--- config.mk ---
export PLATFORM = sky130hd
export DESIGN_NAME = io_bridge
export DESIGN_NICKNAME = d
export VERILOG_FILES = /design/src/rtl/io_bridge.sv
export SDC_FILE = /design/constraint.sdc
export NUM_CORES = 1
export LEC_CHECK = 0
export CAP_MARGIN = 20
export CORE_ASPECT_RATIO = 0.7
export CORE_MARGIN = 1.5
export CORE_UTILIZATION = 55
export DETAILED_ROUTE_END_ITERATION = 8
export GPL_TIMING_DRIVEN = 0
export PLACE_DENSITY = 0.91
export REMOVE_ABC_BUFFERS = 1
export SETUP_SLACK_MARGIN = 0.05
export SLEW_MARGIN = 20
export SYNTH_ARGS = -nofsm -noshare
export SYNTH_HDL_FRONTEND = slang
export SYNTH_SLANG_ARGS = --single-unit
--- constraint.sdc ---
create_clock -name clk -period 15.1 [get_ports clk]
set_clock_uncertainty 0.05 [all_clocks]
set_input_delay 3.02 -clock clk [delete_from_list [all_inputs] [get_ports clk]]
set_output_delay 3.02 -clock clk [all_outputs]
set_load 0.05 [all_outputs]
--- src/rtl/io_bridge.sv ---
// Memory-mapped I/O bridge between the CPU data port and data memory.
// Decodes RAM vs. local I/O registers (LEDs, switches, hex scanner, compare timer).
module io_bridge #(
    parameter int unsigned SCAN_DIV = 16,
    parameter int unsigned SW_W     = 16
) (
    input  logic            clk,
    input  logic            rst,
    input  logic            mem_we,
    input  logic [31:0]     addr,
    input  logic [31:0]     wdata,
    output logic [31:0]     rdata,
    output logic            dm_we,
    input  logic [31:0]     dm_rdata,
    input  logic [SW_W-1:0] sw,
    output logic [15:0]     led,
    output logic [7:0]      seg_an,
    output logic [3:0]      seg_hex,
    output logic            timer_irq
);

    typedef enum logic [5:0] {
        REG_LED  = 6'h00,
        REG_SW   = 6'h01,
        REG_SEG  = 6'h02,
        REG_CNT  = 6'h03,
        REG_CMP  = 6'h04,
        REG_CTRL = 6'h05
    } io_reg_e;

    localparam logic [15:0] DIV_LAST = 16'(SCAN_DIV - 1);

    logic            ram_sel, io_sel, io_we;
    logic [5:0]      word_off;
    logic            wr_led, wr_seg, wr_cnt, wr_cmp, wr_ctrl;
    logic            unused_addr_bits;

    logic [15:0]     led_q;
    logic [31:0]     seg_q;
    logic [31:0]     cnt_q, cnt_d;
    logic [31:0]     cmp_q;
    logic            en_q, auto_q;
    logic            st_q, st_d;
    logic [SW_W-1:0] sw_meta_q, sw_sync_q;
    logic [15:0]     div_q, div_d;
    logic [2:0]      idx_q, idx_d;
    logic            match;

    assign ram_sel  = (addr[31:9] == 23'd0);
    assign io_sel   = (addr[31:8] == 24'h00007F);
    assign word_off = addr[7:2];
    assign io_we    = mem_we & io_sel;
    assign unused_addr_bits = ^addr[1:0];

    assign wr_led  = io_we && (word_off == REG_LED);
    assign wr_seg  = io_we && (word_off == REG_SEG);
    assign wr_cnt  = io_we && (word_off == REG_CNT);
    assign wr_cmp  = io_we && (word_off == REG_CMP);
    assign wr_ctrl = io_we && (word_off == REG_CTRL);

    assign dm_we = mem_we & ram_sel;

    always_comb begin
        rdata = '0;
        if (ram_sel) begin
            rdata = dm_rdata;
        end else if (io_sel) begin
            case (word_off)
                REG_LED:  rdata = {16'h0000, led_q};
                REG_SW:   rdata = 32'(sw_sync_q);
                REG_SEG:  rdata = seg_q;
                REG_CNT:  rdata = cnt_q;
                REG_CMP:  rdata = cmp_q;
                REG_CTRL: rdata = {29'd0, st_q, auto_q, en_q};
                default:  rdata = '0;
            endcase
        end
    end

    // A CNT write pre-empts both counting and the match that would set ST;
    // a match on the same edge as a W1C clear leaves ST set.
    always_comb begin
        match = en_q && (cnt_q == cmp_q);
        cnt_d = cnt_q;
        if (wr_cnt) begin
            cnt_d = wdata;
        end else if (match && auto_q) begin
            cnt_d = '0;
        end else if (en_q) begin
            cnt_d = cnt_q + 32'd1;
        end
        st_d = st_q;
        if (wr_ctrl && wdata[2]) begin
            st_d = 1'b0;
        end
        if (match && !wr_cnt) begin
            st_d = 1'b1;
        end
    end

    always_comb begin
        div_d = div_q + 16'd1;
        idx_d = idx_q;
        if (div_q >= DIV_LAST) begin
            div_d = '0;
            idx_d = idx_q + 3'd1;
        end
    end

    always_ff @(posedge clk or posedge rst) begin
        if (rst) begin
            led_q     <= '0;
            seg_q     <= '0;
            cnt_q     <= '0;
            cmp_q     <= '1;
            en_q      <= 1'b0;
            auto_q    <= 1'b0;
            st_q      <= 1'b0;
            sw_meta_q <= '0;
            sw_sync_q <= '0;
            div_q     <= '0;
            idx_q     <= '0;
        end else begin
            sw_meta_q <= sw;
            sw_sync_q <= sw_meta_q;
            if (wr_led) begin
                led_q <= wdata[15:0];
            end
            if (wr_seg) begin
                seg_q <= wdata;
            end
            if (wr_cmp) begin
                cmp_q <= wdata;
            end
            if (wr_ctrl) begin
                en_q   <= wdata[0];
                auto_q <= wdata[1];
            end
            cnt_q <= cnt_d;
            st_q  <= st_d;
            div_q <= div_d;
            idx_q <= idx_d;
        end
    end

    assign led       = led_q;
    assign timer_irq = st_q;
    assign seg_an    = ~(8'h01 << idx_q);
    assign seg_hex   = seg_q[{idx_q, 2'b00} +: 4];

endmodule

==> results.yml <==
global_route:
  antenna_found_initial: 0
  grt_usage_pct: 31.0
  grt_max_degree: 111
  grt_pass1_vias: 7272
  grt_pass1_wl_um: 39500
  overflow: 0
final_layout:
  multi_input_area_um2: 4350
  fin_nets: 1089
  area_delta_synth_final_pct: 28.8
  layout-drive-gt1-share_pct: 14.2
  n_antenna_cell: 0
  n_fill_cell: 1014
  regArea_um2: 4190
clock_network:
  htreeDepth: 4
  path_clk_slew_ps: 70
  hold_buffers: 0
  insertion_delay_ps: 430
  cts_tree: "built"
  cts_root_buf: "clkbuf_16"
  cts.repair.resized: 0
  postCtsSetupBuffers: 0
  numCtsBuffers: 17
  clock_sinks: 166
  cts.path.max_buffers: 2
detailed_routing:
  drt.antenna.violating_nets: 0
  vias: 7369
  dr.pass1.iters: 7
  wl_per_cell_um: 21.4
  vias_per_cell: 6.25
  drc: 0
  routed_wl_um: 25200
  drtIter0Drc: 783
timing:
  drv_slew: 0
  fin_crit_sh_pct: 63.5
  grt_setup_unrepaired: "no"
  slew_headroom_pct: 44.6
  fin_tns_setup_ps: 0
  max_freq_ghz: 0.104
  fin_ws_ps: 5510
  worst_pin_slew_ps: 831
  hold_viol: 0
  setup_viol: 0
  fin_crit_ps: 9590
worst_setup_path:
  path_cells: "clkdlybuf4s50_1 > nor2b_1 > and2_2 > buf_16 > a221o_1 > o221a_2 > a21oi_1 > o21ai_1 > clkdlybuf4s50_1"
  cp_max_fo: 24
  slowest_stage: "clkdlybuf4s50_1"
  cp_data_arrival_time_ps: 6520
  crit_type: "input pin to output pin"
  cp-end-kind: "output pin"
  cpPeakStageDelay_ps: 820
  worstPathRequired_ps: 12030
  r2r_setup_slack_ps: 12220
  crit_top_cell: "clkdlybuf4s50_1"
  critPathLaunchType: "input pin"
floorplanning:
  num_io_pins: 177
  initial_utilization_pct: 56.6
  die_height_um: 109
  placementRows: 38
  coreArea_um2: 15600
  dieArea_um2: 16800
  fp.dieW_um: 154
pwr:
  vdd_ir_drop_max_mv: 0.0999
  leakagePower_uw: 0.00473
  fin_total_pwr_uw: 1010
  powerDensity_nw_per_um2: 89.0
placed_design:
  dp_hpwl_um: 17200
  gp_congestion: 0.889
  pre_cts_ws_ps: 5590
  port_buffers: 174
synth:
  synthTopCellsByArea: "dfrtp_1 (38%), mux2_1 (10%), dfstp_2 (9.5%), nand2_1 (3.9%), xnor2_1 (3.7%)"
  yosysSeqAreaShare_pct: 47.5
  ys_seq_elements: 166
  synth_cell_types: 58
  yosys.area.top_type: "dfrtp_1"
  synth_top_area_share_pct: 38.0
  synth_edf_count: 0
  synth-main-ff-cell: "dfrtp_1"
  async_flop_share_pct: 100
  synthCells: 811
  netlist_area_um2: 8820
  syn_area_per_cell_um2: 10.9
  yosysWarningCount: 0
outcome:
  status: "finished clean"
run:
  maxCapViolCount: 0
hold_path:
  hold_class: "flip-flop to flip-flop"
[routing by layer]
layer  GRT usage, %  routed length, um  part of all wire [%]  vias to the layer above
li1               -                  -                     -                     3217
met1           42.6              10700                    42                     3633
met2           49.4              11600                    46                      474
met3           8.03               2540                    10                       45
met4           8.65                414                   1.6                        0
met5              0                  0                     0                        -
[flip-flops by register name, indices dropped and copies added, names as in the netlist]
| signal | cells |
|---|---|
| cmp_q | 32 |
| sw_sync_q | 16 |
| cnt_q | 32 |
| led | 16 |
| idx_q | 3 |
| div_q | 16 |
| en_q | 1 |
| seg_q | 32 |
| auto_q | 1 |
| timer_irq | 1 |
| sw_meta_q | 16 |
[cells in the mapped netlist, types with 3 or more instances]
master,number
buf_1,4
xnor2_1,37
nor3_1,24
buf_2,24
a221o_1,12
nand2_1,92
dfstp_2,32
o21ai_1,29
ha_1,8
and4_1,5
and3_1,6
clkbuf_1,25
mux2i_1,5
nand3_1,17
a22oi_1,17
inv_1,12
buf_6,4
buf_4,5
o221a_2,12
a21oi_1,34
dfrtp_1,134
a21o_1,30
nor4_1,17
nor2_1,32
a22o_1,5
and2_1,4
nand4_1,13
mux2_1,82
mux2_2,3
xor2_1,26
mux4_2,8
nor3_2,22
[cell usage in the layout, fill, tap and decap left out, types with 6 or more instances in the layout]
| cell type | synthesis | routed |
|---|---|---|
| nand3_1 | 17 | 17 |
| inv_6 | 0 | 6 |
| a22oi_1 | 17 | 17 |
| nand2_1 | 92 | 91 |
| inv_1 | 12 | 11 |
| ha_1 | 8 | 8 |
| clkdlybuf4s50_1 | 0 | 173 |
| a221o_1 | 12 | 12 |
| o21ai_1 | 29 | 29 |
| mux2_1 | 82 | 82 |
| conb_1 | 1 | 12 |
| nor4_1 | 17 | 17 |
| xor2_1 | 26 | 26 |
| a21o_1 | 30 | 30 |
| nor3_1 | 24 | 24 |
| o221a_2 | 12 | 12 |
| mux4_2 | 8 | 8 |
| a21oi_1 | 34 | 34 |
| xnor2_1 | 37 | 37 |
| nand4_1 | 13 | 13 |
| nor3_2 | 22 | 21 |
| nor2_1 | 32 | 32 |
| clkbuf_16 | 0 | 17 |
| dfrtp_1 | 134 | 134 |
| dfstp_2 | 32 | 32 |
| and3_1 | 6 | 6 |
[worst paths after layout]
check | startpoint | end | cells after the start
max in group asynchronous | rst | cmp_q[18]$_DFFE_PP1P_ | 3
worst min-delay path | sw_meta_q[13]$_DFF_PP0_ | sw_sync_q[13]$_DFF_PP0_ | 0
worst max-delay path | addr[3] | rdata[5] | 9
worst max register to register | cmp_q[31]$_DFFE_PP1P_ | cnt_q[19]$_DFFE_PP0P_ | 8
min in group asynchronous | rst | sw_sync_q[8]$_DFF_PP0_ | 2
worst min register to register | sw_meta_q[13]$_DFF_PP0_ | sw_sync_q[13]$_DFF_PP0_ | 0
[critical path: cells and delay by family]
| kind | cells | cell delay (ps) |
|---|---|---|
| AOI/OAI and AO/OA | 4 | 650 |
| buffers and inverters | 3 | 1800 |
| and+or+nand+nor | 2 | 1030 |
[power breakdown]
group	internal [uW]	switching, uW	leakage [uW]
Clock	240	202	0.000291
Sequential	453	13.0	0.00193
Combinational	46.8	57.7	0.00251
[cells by family (layout without fill, tap and decap cells)]
group                    after synthesis  after routing  synth area share (%)
AND/OR/NAND/NOR                      250            250                  15.5
flip-flops                           166            166                  47.5
AO/OA/AOI/OAI                        149            149                  11.9
multiplexers                          98             98                  13.5
buffers and inverters                 75            232                  4.08
XOR/XNOR                              64             64                  6.44
adder cells (fa/ha/maj)                8              8                  1.13
other                                  1             12                0.0425
[per-stage QoR]
| step | hold slack [ps] | util [%] | instances | cell area (um2) |
|---|---|---|---|---|
| after global routing | 306 | 72.9 | 1179 | 11400 |
| final | 299 | 72.9 | 1179 | 11400 |
| after global placement | 282 | 67.6 | 1134 | 10500 |
| after CTS | 300 | 72.8 | 1178 | 11300 |
| after detailed placement | 285 | 68.9 | 1146 | 10800 |
| after floorplan | 281 | - | 760 | 8550 |
[final cells by class]
type,instances,share of cell area (%)
clock buffer,18,3.86
sequential,166,36.9
clock inverter,14,1.39
multi-input combinational,581,38.2
tap,200,2.20
inverter,13,0.495
timing repair buffer,187,16.9
Power figures use the tool's default switching activity.
